===== src/rtl/i2c_slave.sv =====
// i2c_slave: I2C target serving a NUM_REGS x 32-bit register file via an 8-bit pointer.
// Optional macro I2C_SLAVE_AUTO_INC_EN: pointer advances after every completed word.
module i2c_slave #(
    parameter logic [6:0] SLAVE_ADDR = 7'h50,
    parameter int         NUM_REGS   = 16
) (
    input  logic        clk,
    input  logic        rst,
    input  logic        en,
    input  logic        scl,
    input  logic        sda_in,
    output logic        sda_out,
    output logic        busy,
    output logic        wr_strobe,
    output logic [7:0]  wr_addr,
    output logic [31:0] wr_data
);
    localparam int AW = $clog2(NUM_REGS);

    typedef enum logic [3:0] {
        IDLE, ADDR, ADDR_ACK, REG, REG_ACK, WDATA, WDATA_ACK, RDATA, RDATA_ACK, WAIT_STOP
    } state_t;

    state_t      state_q, state_d;
    logic        scl_s1_q, scl_s2_q, scl_p_q, sda_s1_q, sda_s2_q, sda_p_q;
    logic [3:0]  bit_cnt_q, bit_cnt_d;
    logic [1:0]  byte_cnt_q, byte_cnt_d;
    logic [7:0]  sh_q, sh_d;
    logic [31:0] word_q, word_d;
    logic [7:0]  ptr_q, ptr_d;
    logic        sda_q, sda_d;
    logic        busy_q, busy_d;
    logic        ack_q, ack_d;
    logic        strobe_q, strobe_d;
    logic [7:0]  wr_addr_q, wr_addr_d;
    logic [31:0] wr_data_q, wr_data_d;
    logic [31:0] regs_q [NUM_REGS];

    logic        scl_rise, scl_fall, start_det, stop_det, match, in_range, commit;
    logic [7:0]  nxt_ptr, head, rd_byte;
    logic [1:0]  rd_idx;
    logic [31:0] rd_word, word_in;

    assign scl_rise  = scl_s2_q & ~scl_p_q;
    assign scl_fall  = ~scl_s2_q & scl_p_q;
    assign start_det = scl_s2_q & scl_p_q & sda_p_q & ~sda_s2_q;
    assign stop_det  = scl_s2_q & scl_p_q & ~sda_p_q & sda_s2_q;
    assign match     = sh_q[7:1] == SLAVE_ADDR;
    assign in_range  = 32'(sh_q) < NUM_REGS;

`ifdef I2C_SLAVE_AUTO_INC_EN
    assign nxt_ptr = (ptr_q + 8'd1) & 8'(NUM_REGS - 1);
`else
    assign nxt_ptr = ptr_q;
`endif

    // Read path: first byte of a read is byte 3 of the current register; after byte 0
    // the following byte comes from the (possibly advanced) next register.
    assign head    = regs_q[ptr_q[AW-1:0]][31:24];
    assign rd_idx  = byte_cnt_q + 2'd1;
    assign rd_word = (byte_cnt_q == 2'd3) ? regs_q[nxt_ptr[AW-1:0]] : regs_q[ptr_q[AW-1:0]];
    assign rd_byte = rd_word[{~rd_idx, 3'b000} +: 8];

    assign sda_out   = sda_q;
    assign busy      = busy_q;
    assign wr_strobe = strobe_q;
    assign wr_addr   = wr_addr_q;
    assign wr_data   = wr_data_q;

    // Two-stage synchronizers plus a previous-sample stage; idle bus reads high.
    always_ff @(posedge clk or negedge rst) begin
        if (!rst) begin
            {scl_s1_q, scl_s2_q, scl_p_q} <= 3'b111;
            {sda_s1_q, sda_s2_q, sda_p_q} <= 3'b111;
        end else begin
            {scl_s1_q, scl_s2_q, scl_p_q} <= {scl, scl_s1_q, scl_s2_q};
            {sda_s1_q, sda_s2_q, sda_p_q} <= {sda_in, sda_s1_q, sda_s2_q};
        end
    end

    // Register file is written only when a full 4-byte word has been received.
    always_ff @(posedge clk or negedge rst) begin
        if (!rst) begin
            for (int i = 0; i < NUM_REGS; i++) regs_q[i] <= '0;
        end else if (commit) begin
            regs_q[ptr_q[AW-1:0]] <= word_in;
        end
    end

    // FSM and datapath state registers.
    always_ff @(posedge clk or negedge rst) begin
        if (!rst) begin
            state_q    <= IDLE;
            bit_cnt_q  <= '0;
            byte_cnt_q <= '0;
            sh_q       <= '0;
            word_q     <= '0;
            ptr_q      <= '0;
            sda_q      <= 1'b1;
            busy_q     <= 1'b0;
            ack_q      <= 1'b1;
            strobe_q   <= 1'b0;
            wr_addr_q  <= '0;
            wr_data_q  <= '0;
        end else begin
            state_q    <= state_d;
            bit_cnt_q  <= bit_cnt_d;
            byte_cnt_q <= byte_cnt_d;
            sh_q       <= sh_d;
            word_q     <= word_d;
            ptr_q      <= ptr_d;
            sda_q      <= sda_d;
            busy_q     <= busy_d;
            ack_q      <= ack_d;
            strobe_q   <= strobe_d;
            wr_addr_q  <= wr_addr_d;
            wr_data_q  <= wr_data_d;
        end
    end

    // Next state: bus conditions take priority, bits are sampled on SCL rise, and SDA
    // changes plus state decisions happen on SCL fall.
    always_comb begin
        state_d    = state_q;
        bit_cnt_d  = bit_cnt_q;
        byte_cnt_d = byte_cnt_q;
        sh_d       = sh_q;
        word_d     = word_q;
        ptr_d      = ptr_q;
        sda_d      = sda_q;
        busy_d     = busy_q;
        ack_d      = ack_q;
        strobe_d   = 1'b0;
        wr_addr_d  = wr_addr_q;
        wr_data_d  = wr_data_q;
        commit     = 1'b0;
        word_in    = word_q;
        word_in[{~byte_cnt_q, 3'b000} +: 8] = sh_q;
        if (!en) begin
            state_d = IDLE;
            sda_d   = 1'b1;
            busy_d  = 1'b0;
        end else if (start_det) begin
            state_d    = ADDR;
            bit_cnt_d  = '0;
            byte_cnt_d = '0;
            sda_d      = 1'b1;
        end else if (stop_det) begin
            state_d    = IDLE;
            sda_d      = 1'b1;
            busy_d     = 1'b0;
            byte_cnt_d = '0;
        end else if (scl_rise) begin
            if ((state_q == ADDR || state_q == REG || state_q == WDATA) && !bit_cnt_q[3]) begin
                sh_d      = {sh_q[6:0], sda_s2_q};
                bit_cnt_d = bit_cnt_q + 4'd1;
            end
            if (state_q == RDATA) bit_cnt_d = bit_cnt_q + 4'd1;
            if (state_q == RDATA_ACK) ack_d = sda_s2_q;
        end else if (scl_fall) begin
            case (state_q)
                ADDR: if (bit_cnt_q[3]) begin
                    busy_d  = match;
                    sda_d   = ~match;
                    state_d = match ? ADDR_ACK : WAIT_STOP;
                end
                ADDR_ACK: begin
                    bit_cnt_d  = '0;
                    byte_cnt_d = '0;
                    sh_d       = head;
                    sda_d      = sh_q[0] ? head[7] : 1'b1;
                    state_d    = sh_q[0] ? RDATA : REG;
                end
                REG: if (bit_cnt_q[3]) begin
                    ptr_d   = in_range ? sh_q : ptr_q;
                    sda_d   = ~in_range;
                    state_d = in_range ? REG_ACK : WAIT_STOP;
                end
                REG_ACK, WDATA_ACK: begin
                    sda_d     = 1'b1;
                    bit_cnt_d = '0;
                    state_d   = WDATA;
                end
                WDATA: if (bit_cnt_q[3]) begin
                    sda_d      = 1'b0;
                    state_d    = WDATA_ACK;
                    word_d     = word_in;
                    byte_cnt_d = byte_cnt_q + 2'd1;
                    if (byte_cnt_q == 2'd3) begin
                        commit    = 1'b1;
                        strobe_d  = 1'b1;
                        wr_addr_d = ptr_q;
                        wr_data_d = word_in;
                        ptr_d     = nxt_ptr;
                    end
                end
                RDATA: begin
                    if (bit_cnt_q[3]) begin
                        sda_d   = 1'b1;
                        state_d = RDATA_ACK;
                    end else begin
                        sh_d  = {sh_q[6:0], 1'b0};
                        sda_d = sh_q[6];
                    end
                end
                RDATA_ACK: begin
                    if (ack_q) begin
                        sda_d   = 1'b1;
                        state_d = WAIT_STOP;
                    end else begin
                        sh_d       = rd_byte;
                        sda_d      = rd_byte[7];
                        bit_cnt_d  = '0;
                        byte_cnt_d = byte_cnt_q + 2'd1;
                        ptr_d      = (byte_cnt_q == 2'd3) ? nxt_ptr : ptr_q;
                        state_d    = RDATA;
                    end
                end
                WAIT_STOP: sda_d = 1'b1;
                default: ;
            endcase
        end
    end
endmodule


===== config.mk =====
export PLATFORM = sky130hd
export DESIGN_NAME = i2c_slave
export DESIGN_NICKNAME = d
export VERILOG_FILES = /design/src/rtl/i2c_slave.sv
export SDC_FILE = /design/constraint.sdc
export NUM_CORES = 1
export LEC_CHECK = 0
export ABC_AREA = 1
export BUFFER_PORTS_ARGS = -buffer_cell sky130_fd_sc_hd__buf_4
export CORE_MARGIN = 1.5
export CORE_UTILIZATION = 25
export DETAILED_ROUTE_END_ITERATION = 10
export MAX_ROUTING_LAYER = met4
export PLACE_DENSITY_LB_ADDON = 0.3
export RECOVER_POWER = 50
export SETUP_SLACK_MARGIN = 0.5
export SLEW_MARGIN = 25
export SYNTH_ARGS = -nofsm -noshare
export SYNTH_HDL_FRONTEND = slang
export SYNTH_SLANG_ARGS = --single-unit

===== constraint.sdc =====
create_clock -name clk -period 4 [get_ports clk]
set_clock_uncertainty 0.15 [all_clocks]
set_input_delay 0.2 -clock clk [delete_from_list [all_inputs] [get_ports clk]]
set_output_delay 0.2 -clock clk [all_outputs]
set_load 0.005 [all_outputs]

Word level (Yosys, flattened, before mapping)
Index checks and enable logic that the tools add are counted.

Register bits: 620. Latch bits: 0. RAM bits: 0. Bits in read-only memories: 0. Output and inout bits: 43. Word-level logic and storage cells: 188. Memories: 0.

Add/sub/neg operators: 3. Multiply operators: 0. Div/mod/pow operators: 0. $lt $le $gt $ge: 3. Eq/ne operators: 33. Shift-type cells: 3. Multiplexer cells: 69. Bitwise logic cells: 19. Reduce and logical (&&, ||, !) cells: 24.

Operators with widths (count): bitwise mux 512 bit (1); binary-select mux 32 bit (select 4 bit) (1); demux 32 bit (select 4 bit) (1); 2-to-1 mux 32 bit (3); 2-to-1 mux 4 bit (19); 2-to-1 mux 8 bit (5); bitwise mux 32 bit (1); variable shift 8 x 7 -> 32 bit, first input constant (1); variable part select 32 x 6 -> 8 bit (1); variable part select 8 x 7 -> 32 bit (1); case mux 4 bit (7 select lines) (1); 2-to-1 mux 1 bit (26); case mux 8 bit (3 select lines) (1); AND reduction 8 bit (3); != test 5 bit, second input constant (4); AND reduction 6 bit (3); == test 4 x 3 -> 1 bit, second input constant (4); AND reduction 7 bit (2); 2-to-1 mux 2 bit (6); != test 3 x 1 -> 1 bit, second input constant (4); != test 4 bit, second input constant (3); != test 10 x 1 -> 1 bit, second input constant (1); != test 10 x 2 -> 1 bit, second input constant (1); AND reduction 5 bit (2); 34 further kinds (59).

Longest topological paths before layout
Word-level depth: 12. Mapped depth: 18.

Least setup slack after synthesis
No wires, ideal clock.

Path type: register to register. From: register byte_cnt_q[0]. To: register regs_q[112] (netlist bit). Library setup time: 0.134 ns. Arrival: 2.579 ns. Data required time: 3.716 ns. Slack: 1.137 ns. Cell stages (with the launch flop): 10. Clock period less this slack: 2.863 ns. Cells stage by stage: dfrtp_1 -> clkbuf_1 -> clkbuf_1 -> inv_1 -> ha_1 -> nand2_1 -> nor2_1 -> a32oi_1 -> clkbuf_1 -> o21ai_0.

Cells in the longest elaborated chain, start to end: 9. Elaborated cells between the ends (all ways): 15. Classes of those cells: add/sub (1); eq/ne (1); shift (2); mux (10); bitwise (1).

Ends and longest elaborated chain: start, declared (line 27) `logic [1:0] byte_cnt_q, byte_cnt_d;`; start signal, assigned (line 108) `byte_cnt_q <= byte_cnt_d;`; parallel branches: the longest is 9 deep, another holds negation 5 -> 7 bit; end signal, assigned by index (line 86) `regs_q[ptr_q[AW-1:0]] <= word_in;`; end, declared (line 37) `logic [31:0] regs_q [NUM_REGS];`.

Several ways; the timed one is not identified. A chain may end at the register's enable or synchronous reset.

Final worst setup path
From: register scl_p_q. To: register regs_q[47] (netlist bit).

Cells in the longest elaborated chain, start to end: 6. Elaborated cells between the ends (all ways): 13. Classes of those cells: mux (5); bitwise (8).

Ends and longest elaborated chain: start, declared (line 25) `logic scl_s1_q, scl_s2_q, scl_p_q, sda_s1_q, sda_s2_q, sda_p_q;`; start signal, assigned (line 76) `{scl_s1_q, scl_s2_q, scl_p_q} <= {scl, scl_s1_q, scl_s2_q};`; AND 1 bit, or another cell as far along (line 45) `assign scl_fall = ~scl_s2_q & scl_p_q;`; 2-to-1 mux 1 bit, or another cell as far along (line 160) `end else if (scl_fall) begin`; 2-to-1 mux 1 bit / AND 1 bit (equally long branches) (line 153, 47); 2-to-1 mux 1 bit (line 148) `end else if (stop_det) begin`; 2-to-1 mux 1 bit * (line 143) `end else if (start_det) begin`; 2-to-1 mux 1 bit * (line 139) `if (!en) begin`.

Every way passes the cells marked *; elsewhere a longest branch is shown, timed or not.

==> results.txt <==
The flow ran to the end, but the final reports show violations. The final reports fail on max-capacitance violations, max-slew violations. The effective utilization at floorplan is 0.252, and the power density over the cells is 470 mW/mm². After layout, the minimum clock period comes to 3.23 ns. The number of max-slew violations in the final report is 82, and the delay of the slowest cell on the worst path is 0.54 ns. The total clock sinks came out at 620. Yosys printed 0 warnings. Routability-driven placement finished with a final weighted congestion of 0.843.

The area growth from synthesis to layout is 17.0%. The first global-routing pass estimated 147 mm of wire. Measured along the y axis, the die boundary spans 340 µm.

The actual slew at the worst max-slew pin was 2.94 ns. The layout cell share with drive strength beyond 1 is 0.0830, and the CTS buffer count is 74. The total of fill cells in the finished design is 12100. The slowest stage of the critical path is the sky130_fd_sc_hd__dfstp_2 cell.

The minimum setup slack in the final design was 0.766 ns; the sum of negative setup slack was 0 ns. The number of cells produced by synthesis was 3661. The kind of critical path is register to register.

The tools report the part of the Yosys area used for sequential elements as 0.547. Top flip-flop cell by instance count after synthesis: sky130_fd_sc_hd__dfrtp_1. The sort of element at the start of the critical path was a register. The number of remaining DRC errors is 0, and the mean cell area of the mapped netlist is 7.76 µm². The post-layout utilization of the core came out at 0.295.

Sort of element at the end of the critical path: a register. Setup violations remaining at the end of the flow were counted as 0. The clock-pin slew on the worst setup and hold paths is 0.05 ns. By instance count, the leading cell after synthesis is sky130_fd_sc_hd__nand2_1. During placement, the flow inserted port buffers numbering 47. The synthesized netlist occupies a cell area of 0.0284 mm².

The repair_antennas step left the layout with diodes totalling 0. In this run, post-CTS repair resized a total of 0 instances. Yosys mapped a number of flops with a built-in enable equal to 0. The logs give 0.67 ns for the latest clock arrival within the worst-skew pair and 0.116 mm² for the die footprint.

Timing analysis after detailed placement gives a worst setup slack of 0.755 ns. In this run the remaining antenna-violating nets after routing total 0. For this design the static power due to leakage is 16.0 nW. In this run the clock root is driven by a sky130_fd_sc_hd__clkbuf_16. The share of flip-flops with an asynchronous set or reset came out at 1.00. The timing-limited maximum frequency is 0.309 GHz, and the count of TritonRoute iterations in the first routing pass is 5.

The net count after synthesis is 3675. The number of hold violations in the final report was 0; the average detailed-routed wire length per instance was 18.1 µm. The routed design has 94.3 mm of wire.

The top cell type's share of synthesized area is 0.539. IR analysis of the VDD net gives a maximum drop of 0.353 mV. Sorting the synthesized cells by area gives the leading types as sky130_fd_sc_hd__dfrtp_1 54%, sky130_fd_sc_hd__nand2_1 24%, sky130_fd_sc_hd__o21ai_0 9.1%. In this run, synthesis produced a sequential element count of 620.

The flop-to-flop setup slack is 0.77 ns. Of all cell types, the one taking the most synthesized area is sky130_fd_sc_hd__dfrtp_1. The number of antenna violations at the first check in global routing came out at 0. Setup repair after global routing left no endpoint under its margin. The clock tree synthesis step divided the H-tree into 3 levels. The min-delay analysis places its worst path in the category primary input to register. In this run, the number of DRC markers left after iteration 0 of detailed routing was 2124. TritonCTS built the clock tree. The max-capacitance violation count is 1, and the part of the cycle the worst path needs is 0.809. The critical path goes through inv_1 > ha_1 > clkinv_2 > nand2_2 > inv_1 > nand2_1 > nor3_4 > nand2_4 > nor3_4 > nand2_4 > buf_4 > o21ai_0. The total grt overflow was 0. Sorting the synthesized cells by how often they occur yields 1799 x sky130_fd_sc_hd__nand2_1, 612 x sky130_fd_sc_hd__dfrtp_1, 516 x sky130_fd_sc_hd__o21ai_0. Across all hold checks on the routed design, the worst slack comes to 0.109 ns. The routed layout has 24000 vias. The logs give 3.63 ns for the worst path arrival time and 48 for the I/O pin count.

The largest net degree at the start of global routing is 87. The wire-length estimate of the detail-placed layout is 56.6 mm. Largest driver fanout on the critical path: 26.

For the worst setup path, the data required time is 4.39 ns. In this run the horizontal extent of the chip is 340 µm. The tools report the overall routing resource usage as 0.169.

The worst slew slack as a fraction of its limit is -0.957, and the number of standard-cell rows in the floorplan is 123. The number of distinct library cells after synthesis came out at 38. Number of buffers on the longest clock path: 3.

The core region area is 0.112 mm². For the via count of the first global-routing pass, the log shows 23500. Using the TritonRoute via totals, the vias-per-cell ratio works out to 4.62.

The run gives 3659 as the post-layout net count.
==> placed cells by master (no fill, tap or decap), drive strengths merged <==
| master | n |
|---|---|
| nor3b | 3 |
| mux2i | 1 |
| a22oi | 12 |
| o211ai | 2 |
| o21bai | 1 |
| a31oi | 1 |
| nand3 | 76 |
| o22ai | 14 |
| dfstp | 8 |
| clkbuf | 151 |
| nand2 | 1818 |
| nor2 | 119 |
| clkinv | 26 |
| bufinv | 5 |
| o21ai | 605 |
| nand4 | 13 |
| dlygate4sd3 | 4 |
| o31ai | 2 |
| nor3 | 17 |
| a32oi | 12 |
| buf | 97 |
| a21oi | 20 |
| ha | 9 |
| inv | 72 |
| dfrtp | 612 |
| nand3b | 1 |
==> registers in the layout, summed over array words and instances (netlist names), 2 cells and up <==
name / count
wr_addr: 8
wr_data: 32
nxt_ptr: 8
word_q: 32
state_q: 4
sh_q: 8
regs_q: 512
bit_cnt_q: 4
byte_cnt_q: 2
==> stage by stage <==
step / power [mW] / std cells / area, µm²
3_3_place_gp: 8.71 / 5065 / 30700
5_1_grt: 16.3 / 5201 / 33200
4_1_cts: 15.8 / 5201 / 33300
6_report: 15.6 / 5201 / 33200
3_5_place_dp: 8.70 / 5065 / 30700
2_1_floorplan: 7.65 / 3661 / 28400
==> worst paths after layout <==
kind,depth (start not counted),to,startpoint
setup / recovery,12,regs_q[47]$_DFFE_PN0P_,scl_p_q$_DFF_PN1_
hold / removal,2,sda_s1_q$_DFF_PN1_,sda_in
setup reg to reg,12,regs_q[47]$_DFFE_PN0P_,scl_p_q$_DFF_PN1_
hold reg to reg,0,sda_s2_q$_DFF_PN1_,sda_s1_q$_DFF_PN1_
max in group asynchronous,4,regs_q[195]$_DFFE_PN0P_,rst
min in group asynchronous,2,regs_q[295]$_DFFE_PN0P_,rst
==> final cells by class <==
cell class / instances / area [µm²] / share of cell area
flip-flops and latches: 620 / 15500 / 0.467
multi-input cells: 2726 / 11600 / 0.350
clock buffers: 103 / 2150 / 0.0647
well taps: 1500 / 1880 / 0.0565
repair buffers: 149 / 1340 / 0.0403
clock inverters: 29 / 397 / 0.0119
inverters: 74 / 287 / 0.00863
==> worst max-delay path, delay by kind of cell (launching register included) <==
| kind | cells | cell delay, ns |
|---|---|---|
| AO/OA/AOI/OAI | 1 | 0.22 |
| buffers and inverters | 4 | 0.54 |
| flip-flops | 1 | 0.54 |
| AND/OR/NAND/NOR | 6 | 1.52 |
| adder cells (fa/ha/maj) | 1 | 0.19 |
==> cells by family (layout without fill, tap and decap cells) <==
| family | count (synthesis) | count (layout) | synth area share |
|---|---|---|---|
| buf+inv | 315 | 355 | 0.0447 |
| compound gates | 669 | 669 | 0.122 |
| simple gates | 2047 | 2047 | 0.283 |
| flops | 620 | 620 | 0.547 |
| mux | 1 | 1 | 0.000352 |
| fa+ha+maj | 9 | 9 | 0.00397 |
==> per-layer routing <==
metal / GRT usage / vias to the layer above / share of wire
met5: - / - / 0
met4: 0.0468 / 0 / 0.019
met3: 0.0233 / 125 / 0.050
met2: 0.266 / 595 / 0.46
met1: 0.226 / 11700 / 0.47
li1: - / 11600 / -
==> power breakdown <==
part	switching (mW)	internal [mW]	leakage, nW
combinational	1.66	0.407	6.17
clock	2.89	4.12	1.26
sequential	0.145	6.39	8.54
==> what timing repair did <==
item,in CTS,in global routing
setup buffers,0,0
hold buffers,4,0
endpoints found under the hold margin,79,0
Power figures use the tool's default switching activity.
